===== src/rtl/ceespu_int_ctrl.sv =====
// ceespu_int_ctrl: edge-latched, maskable, fixed-priority interrupt controller for the
// ceespu core, configured through a 4-word memory-mapped register window.
// Optional macro CEESPU_INTC_SYNC_EN adds a 2-flop synchronizer on every I_irq line.
module ceespu_int_ctrl #(
    parameter int unsigned NUM_IRQ = 8
) (
    input  logic               I_clk,
    input  logic               I_rst,
    input  logic [NUM_IRQ-1:0] I_irq,
    output logic               O_int_req,
    output logic [2:0]         O_int_vector,
    input  logic               I_int_ack,
    input  logic               I_busE,
    input  logic               I_busWe,
    input  logic [3:0]         I_busAddr,
    input  logic [31:0]        I_busWData,
    output logic [31:0]        O_busRData
);

    localparam int unsigned VEC_W  = 3;
    localparam int unsigned DATA_W = 32;

`ifdef CEESPU_INTC_SYNC_EN
    // Reset-low sync flops create a false rising edge for lines held high, so
    // edge detection stays disarmed until the pipeline has filled.
    localparam logic [1:0] ARM_CYCLES = 2'd3;
`else
    localparam logic [1:0] ARM_CYCLES = 2'd1;
`endif

    localparam logic [1:0] SEL_PENDING = 2'd0;
    localparam logic [1:0] SEL_MASK    = 2'd1;
    localparam logic [1:0] SEL_ACTIVE  = 2'd2;
    localparam logic [1:0] SEL_EOI     = 2'd3;

    typedef enum logic [1:0] {
        S_IDLE    = 2'd0,
        S_REQ     = 2'd1,
        S_SERVICE = 2'd2
    } state_t;

    state_t             r_state;
    logic [NUM_IRQ-1:0] r_pending;
    logic [NUM_IRQ-1:0] r_mask;
    logic [NUM_IRQ-1:0] r_active;
    logic [NUM_IRQ-1:0] r_prev_irq;
    logic [1:0]         r_arm_cnt;

    logic [NUM_IRQ-1:0] w_irq_s;
    logic [NUM_IRQ-1:0] w_edge;
    logic [NUM_IRQ-1:0] w_w1c;
    logic [NUM_IRQ-1:0] w_vec_oh;
    logic [NUM_IRQ-1:0] w_ack_clr;
    logic [NUM_IRQ-1:0] w_pend_keep;
    logic [NUM_IRQ-1:0] w_pend_nxt;
    logic [NUM_IRQ-1:0] w_mask_nxt;
    logic [NUM_IRQ-1:0] w_req_vec;
    logic [VEC_W-1:0]   w_win;
    logic [DATA_W-1:0]  w_rdata;
    logic [1:0]         w_sel;
    logic               w_wr;
    logic               w_rd;
    logic               w_mask_wr;
    logic               w_eoi;
    logic               w_ack_take;
    logic               w_still;
    logic               w_unused_bits;

`ifdef CEESPU_INTC_SYNC_EN
    logic [NUM_IRQ-1:0] r_sync1;
    logic [NUM_IRQ-1:0] r_sync2;

    // Two-stage synchronizer for asynchronous interrupt lines
    always_ff @(posedge I_clk) begin
        if (I_rst) begin
            r_sync1 <= '0;
            r_sync2 <= '0;
        end else begin
            r_sync1 <= I_irq;
            r_sync2 <= r_sync1;
        end
    end

    assign w_irq_s = r_sync2;
`else
    assign w_irq_s = I_irq;
`endif

    // Bus decode; address bits [1:0] and unused data bits are don't-care
    assign w_sel         = I_busAddr[3:2];
    assign w_wr          = I_busE & I_busWe;
    assign w_rd          = I_busE & ~I_busWe;
    assign w_mask_wr     = w_wr && (w_sel == SEL_MASK);
    assign w_eoi         = w_wr && (w_sel == SEL_EOI);
    assign w_w1c         = (w_wr && (w_sel == SEL_PENDING)) ? I_busWData[NUM_IRQ-1:0] : '0;
    assign w_unused_bits = ^{I_busAddr[1:0], I_busWData[DATA_W-1:NUM_IRQ]};

    // Rising edges; new events always win over same-cycle clears
    assign w_edge      = (r_arm_cnt == ARM_CYCLES) ? (w_irq_s & ~r_prev_irq) : '0;
    assign w_ack_take  = (r_state == S_REQ) && I_int_ack;
    assign w_vec_oh    = NUM_IRQ'(1) << O_int_vector;
    assign w_ack_clr   = w_ack_take ? w_vec_oh : '0;
    assign w_pend_keep = (r_pending & ~w_w1c) | w_edge;
    assign w_pend_nxt  = (r_pending & ~(w_w1c | w_ack_clr)) | w_edge;
    assign w_mask_nxt  = w_mask_wr ? I_busWData[NUM_IRQ-1:0] : r_mask;
    assign w_still     = |(w_pend_keep & w_mask_nxt & w_vec_oh);
    assign w_req_vec   = r_pending & r_mask;

    // Fixed priority: lowest enabled pending index wins
    always_comb begin
        w_win = '0;
        for (int i = int'(NUM_IRQ) - 1; i >= 0; i--) begin
            if (w_req_vec[i]) w_win = VEC_W'(i);
        end
    end

    // Register read mux; EOI reads as zero
    always_comb begin
        w_rdata = '0;
        case (w_sel)
            SEL_PENDING: w_rdata = DATA_W'(r_pending);
            SEL_MASK:    w_rdata = DATA_W'(r_mask);
            SEL_ACTIVE:  w_rdata = DATA_W'(r_active);
            default:     w_rdata = '0;
        endcase
    end

    // Edge tracking, pending/mask registers and registered read data
    always_ff @(posedge I_clk) begin
        if (I_rst) begin
            r_prev_irq <= '0;
            r_arm_cnt  <= '0;
            r_pending  <= '0;
            r_mask     <= '0;
            O_busRData <= '0;
        end else begin
            r_prev_irq <= w_irq_s;
            if (r_arm_cnt != ARM_CYCLES) r_arm_cnt <= r_arm_cnt + 2'd1;
            r_pending <= w_pend_nxt;
            r_mask    <= w_mask_nxt;
            if (w_rd) O_busRData <= w_rdata;
        end
    end

    // Request/acknowledge/service sequencing with registered outputs
    always_ff @(posedge I_clk) begin
        if (I_rst) begin
            r_state      <= S_IDLE;
            r_active     <= '0;
            O_int_req    <= 1'b0;
            O_int_vector <= '0;
        end else begin
            case (r_state)
                S_IDLE: begin
                    if (|w_req_vec) begin
                        r_state      <= S_REQ;
                        O_int_req    <= 1'b1;
                        O_int_vector <= w_win;
                    end
                end
                S_REQ: begin
                    if (I_int_ack) begin
                        r_state   <= S_SERVICE;
                        O_int_req <= 1'b0;
                        r_active  <= w_vec_oh;
                    end else if (!w_still) begin
                        r_state   <= S_IDLE;
                        O_int_req <= 1'b0;
                    end
                end
                S_SERVICE: begin
                    O_int_req <= 1'b0;
                    if (w_eoi) begin
                        r_state  <= S_IDLE;
                        r_active <= '0;
                    end
                end
                default: begin
                    r_state   <= S_IDLE;
                    O_int_req <= 1'b0;
                end
            endcase
        end
    end

endmodule


===== config.mk =====
export PLATFORM = sky130hd
export DESIGN_NAME = ceespu_int_ctrl
export DESIGN_NICKNAME = d
export VERILOG_FILES = /design/src/rtl/ceespu_int_ctrl.sv
export SDC_FILE = /design/constraint.sdc
export NUM_CORES = 1
export LEC_CHECK = 0
export CORE_UTILIZATION = 31
export CTS_CLUSTER_DIAMETER = 80
export DETAILED_ROUTE_END_ITERATION = 16
export HOLD_SLACK_MARGIN = 0.15
export PLACE_DENSITY = 0.56
export REMOVE_ABC_BUFFERS = 1
export SYNTH_ARGS = -nofsm -noshare
export SYNTH_HDL_FRONTEND = slang
export SYNTH_SLANG_ARGS = --single-unit
export TNS_END_PERCENT = 5

===== constraint.sdc =====
create_clock -name I_clk -period 5.3 [get_ports I_clk]
set_clock_uncertainty 0.2 [all_clocks]
set_input_delay 1.06 -clock I_clk [delete_from_list [all_inputs] [get_ports I_clk]]
set_output_delay 1.06 -clock I_clk [all_outputs]
set_load 0.005 [all_outputs]

After elaboration in Yosys (flattened, before gate mapping)

Cells that the tools add are included.

Bits of input ports: 49
Bits in registers: 72
Word-level logic and storage cells: 75

Shift operators: 1
Bitwise operators: 15
Add/sub/neg operators: 1
Reduce and logical (&&, ||, !) cells: 13
Equal/unequal tests: 11
Multiplexer cells: 25

Operators with widths:

| cell                | number |
|---|---|
| $and 8x8->8         | 6 |
| $mux 8              | 6 |
| $mux 3              | 8 |
| $not 8->8           | 3 |
| $or 8x8->8          | 3 |
| $pmux 8 s3          | 1 |
| $pmux 8 s2          | 1 |
| $reduce_or 8->1     | 2 |
| $mux 2              | 4 |
| $shl 1x3->8 const A | 1 |
| $eq 2x1->1 const B  | 3 |
| $eq 2x2->1 const B  | 3 |
| $ne 2x2->1 const B  | 3 |
| $pmux 2 s3          | 1 |
| $reduce_and 3->1    | 2 |
| $logic_and 1x1->1   | 4 |
| $logic_not 2->1     | 2 |
| $reduce_and 2->1    | 2 |
| $mux 1              | 3 |
| $ne 3x3->1 const B  | 1 |
| $add 2x1->2 const B | 1 |
| $and 1x1->1         | 2 |
| $ne 2x1->1 const B  | 1 |
| $pmux 1 s2          | 1 |
| 2 further kinds     | 2 |

Longest topological paths before layout

Word-level depth: 12
Gate-level depth with buffers: 8

Worst setup path after synthesis

No wires, ideal clock.

Kind: input to register
From: in I_busAddr[2]
To: reg O_int_req
Path buffers: 0
Data required time: 4.983 ns
Stages on the path: 6
Setup time: 0.117 ns
Arrival time: 2.162 ns
Setup slack: 2.821 ns
Cells stage by stage: nand4bb_1 > o21ai_1 > a2111oi_2 > nor4_1 > and4_1 > nor2_1

Cells in the longest elaborated chain, start to end: 11
Elaborated cells between the ends (all ways): 14
Those cells by class: eq/ne: 2; mux: 2; bitwise: 5; reduce/logical: 5

Ends and longest elaborated chain:

| item                                | line | text |
|---|---|---|
| start: declaration                  | 15   | `input logic [3:0] I_busAddr,` |
| $logic_not 2->1                     | 95   | `assign w_w1c = (w_wr && (w_sel == SEL_PENDING)) ? I_busWData[NUM_IRQ-1:0] : '0;` |
| $logic_and 1x1->1                   | 95   |  |
| $mux 8                              | 95   |  |
| $not 8->8                           | 103  | `assign w_pend_keep = (r_pending & ~w_w1c) \| w_edge;` |
| $and 8x8->8                         | 103  |  |
| $or 8x8->8                          | 103  |  |
| $and 8x8->8 * (2 in a row)          | 106  | `assign w_still = \|(w_pend_keep & w_mask_nxt & w_vec_oh);` |
| $reduce_or 8->1 *                   | 106  |  |
| $ne 3x3->1 (no source line) *       | --   |  |
| $reduce_and 2->1 (no source line) * | --   |  |
| end signal: assignment              | 150  | `O_int_req <= 1'b0;` |
| end signal: assignment              | 157  | `O_int_req <= 1'b1;` |
| end signal: assignment              | 164  | `O_int_req <= 1'b0;` |
| end: declaration                    | 10   | `output logic O_int_req,` |

Mark *: on every way between the ends. The rest lies on a longest branch, timed or not.
A chain may end at the register's enable or synchronous reset.

Worst setup path in the final report

From: in I_busAddr[3]
To: reg r_state[0]

Cells in the longest elaborated chain, start to end: 11
Elaborated cells between the ends (all ways): 17
Those cells by class: eq/ne: 4; mux: 2; bitwise: 5; reduce/logical: 6

Ends and longest elaborated chain:

| item                                | line | text |
|---|---|---|
| $logic_not 2->1                     | 95   |  |
| $logic_and 1x1->1                   | 95   |  |
| $mux 8                              | 95   |  |
| $not 8->8                           | 103  |  |
| $and 8x8->8                         | 103  |  |
| $or 8x8->8                          | 103  |  |
| $and 8x8->8 (2 in a row)            | 106  |  |
| $reduce_or 8->1                     | 106  |  |
| $ne 3x3->1 (no source line)         | --   |  |
| $reduce_and 3->1 (no source line) * | --   |  |
| end signal: assignment              | 148  | `r_state <= S_IDLE;` |
| end signal: assignment              | 156  | `r_state <= S_REQ;` |
| end signal: assignment              | 163  | `r_state <= S_SERVICE;` |
| end: declaration                    | 42   | `state_t r_state;` |

Marked as above.

==> flow_metrics.tcl <==
set metrics [dict create \
    cp.arrival_ps 3340 \
    period_needed_ps 3337 \
    grt-ovfl-total 0 \
    syn_to_final_growth_pct 18.18 \
    endpoint_kind "flop" \
    cts_sinks 48 \
    ctsHoldBuffers 0 \
    grt_pass1_wl_um 8659 \
    synth-simple-area-share_pct 22.26 \
    achievable-frequency_mhz 299.7 \
    synthTopCellsByCount "48 x dfxtp_1, 34 x nor2_1, 32 x a21oi_1" \
    status "finished, final reports clean" \
    synth_area_um2 2361 \
    synthTopCellsByArea "dfxtp_1 41%, buf_4 7.6%, a21oi_1 6.8%, mux2i_1 6.4%, nor2_1 5.4%" \
    synth-compound-area-share_pct 17.65 \
    synthArstFlopShare_pct 0 \
    hpwlAfterDp_um 3994 \
    syn_inst 287 \
    synth_xor_area_share_pct 0.3710 \
    worstHoldPathType "flop to flop" \
    numPortBuffers 34 \
    yosysTopAreaCell "dfxtp_1" \
    ys.flop_type "dfxtp_1" \
    htreeDepth 2 \
    slew-limit-headroom_pct 31.07 \
    synth.most_common_cell "dfxtp_1" \
    final_util_pct 38.26 \
    drc 0 \
    clk_latency_ps 300 \
    pin_count 85 \
    ys_seq_area_share_pct 40.70 \
    num_rows 31 \
    ir_drop_mv 0.09391 \
    tightest_slew_ps 1031 \
    dieArea_um2 7969 \
    crit_fanout 12 \
    nFillCells 765 \
    synth_adder_area_share_pct 0.5299 \
    finalWirelength_um 5286 \
    hold_violations 0 \
    synth-edff-count 0 \
    yosys_warnings 0 \
    ctsResizeCount 0 \
    grt_max_degree 28 \
    clk_pin_slew_ps 80 \
    power_density_nw_per_um2 281.0 \
    maxSlewViolCount 0 \
    vias_per_cell 4.679 \
    tns_ps 0 \
    drive_gt1_share_pct 3.448 \
    synth_top_family_by_area "simple AND/OR/NAND/NOR gates" \
    diodes 0 \
    crit_type "primary input to flop" \
    synth_top_area_share_pct 40.70 \
    setup_viol 0 \
    cts_tree "yes" \
    synth_cell_types 35 \
    avgSynthCellArea_um2 8.227 \
    required_ps 5300 \
    grt_antenna_before_repair 0 \
    core_um2 7292 \
    grt_pass1_vias 1721 \
    wl_per_cell_um 12.65 \
    nNetsFinal 368 \
    finalPower_mw 0.7841 \
    initial_core_util_pct 32.38 \
    crit_path_start_kind "primary input" \
    first_pass_iters 4 \
    cts_buffer_depth 2 \
    cts_buffers 5 \
    drt_iter0_markers 72 \
    cts_setup_buffers 0 \
    die_h_um 89.27 \
    clockRootBuffer "clkbuf_8" \
    post-route-period-util_pct 62.95 \
    dr_total_vias 1956 \
    gp_congestion 0.8168 \
    drv_cap 0 \
    track_usage_pct 14.29 \
    p_leak_nw 1.080 \
    rsz0062_at_grt "no" \
    synthMuxAreaShare_pct 6.359 \
    synth-seq-cells 48 \
    die_w_um 89.27 \
    ant_nets 0 \
]
[registers in the layout, indices dropped and copies added (netlist names)]
name and cells:
O_busRData 8, r_arm_cnt 2, r_prev_irq 8, r_mask 8, r_pending 8, O_int_req 1, r_state 2, O_int_vector 3
r_active 8
[path summary, 6_finish.rpt]
| check | start | endpoint | slack (ps) | depth (start not counted) |
|---|---|---|---|---|
| max reg2reg | r_arm_cnt[0] | r_state[0] | 3200 | 6 |
| min reg2reg | r_active[2] | r_active[2] | 260 | 2 |
| min | r_active[2] | r_active[2] | 260 | 2 |
| max | I_busAddr[3] | r_state[0] | 1960 | 7 |
[cell type report]
cell class / count / area, um^2 / area share (%)
Tap cell: 99 / 123.9 / 4.439
Clock buffer: 8 / 90.09 / 3.229
Timing Repair Buffer: 37 / 362.8 / 13.00
Inverter: 13 / 48.80 / 1.749
Sequential cell: 48 / 960.9 / 34.44
Multi-Input combinational cell: 213 / 1204 / 43.14
[worst max-delay path, cell delays in order]
cell             delay [ps]
clkdlybuf4s50_1         610
nand4bb_1               570
o21ai_1                 340
a2111oi_2               110
nor4_1                  300
and4_1                  290
nor2_1                   60
[metal layers]
metal	vias to the layer above	track usage [%]	routed length (um)
met5	-	0	0
met4	0	4.329	63
met3	7	2.955	236
met2	64	22.62	2396
met1	885	19.56	2590
li1	1000	-	-
[placed cells by master, fill, tap and decap left out, drive strengths merged, types with 9 or more instances in the layout]
cell	count
dfxtp	48
nor2	34
clkdlybuf4s50	34
a21oi	32
nand2	28
conb	24
mux2i	15
inv	13
nor2b	12
a211oi	12
nand3b	9
nand2b	9
o21ai	9
[stage by stage]
stage / instances / area, um^2 / hold WS [ps] / setup WS, ps
floorplan: 274 / 2213 / 230.7 / 2569
global placement: 410 / 2700 / 244.8 / 1609
detailed placement: 410 / 2700 / 246.7 / 1650
CTS: 418 / 2790 / 258.3 / 1970
global route: 418 / 2790 / 275.0 / 1716
finish: 418 / 2790 / 256.7 / 1963
[where the power goes]
part           leakage [nW]  total, mW  internal (mW)  switching (mW)
Combinational         0.643      0.148         0.0682          0.0796
Clock                0.0455      0.227          0.107           0.120
Sequential            0.392      0.410          0.390          0.0202
[cells by family after synthesis]
kind of cell	Yosys count
simple gates	106
compound gates	66
buf+inv	49
flops	48
mux	15
fa+ha+maj	1
other cells	1
xor+xnor	1
No activity file was read; power rests on OpenSTA's default activity.
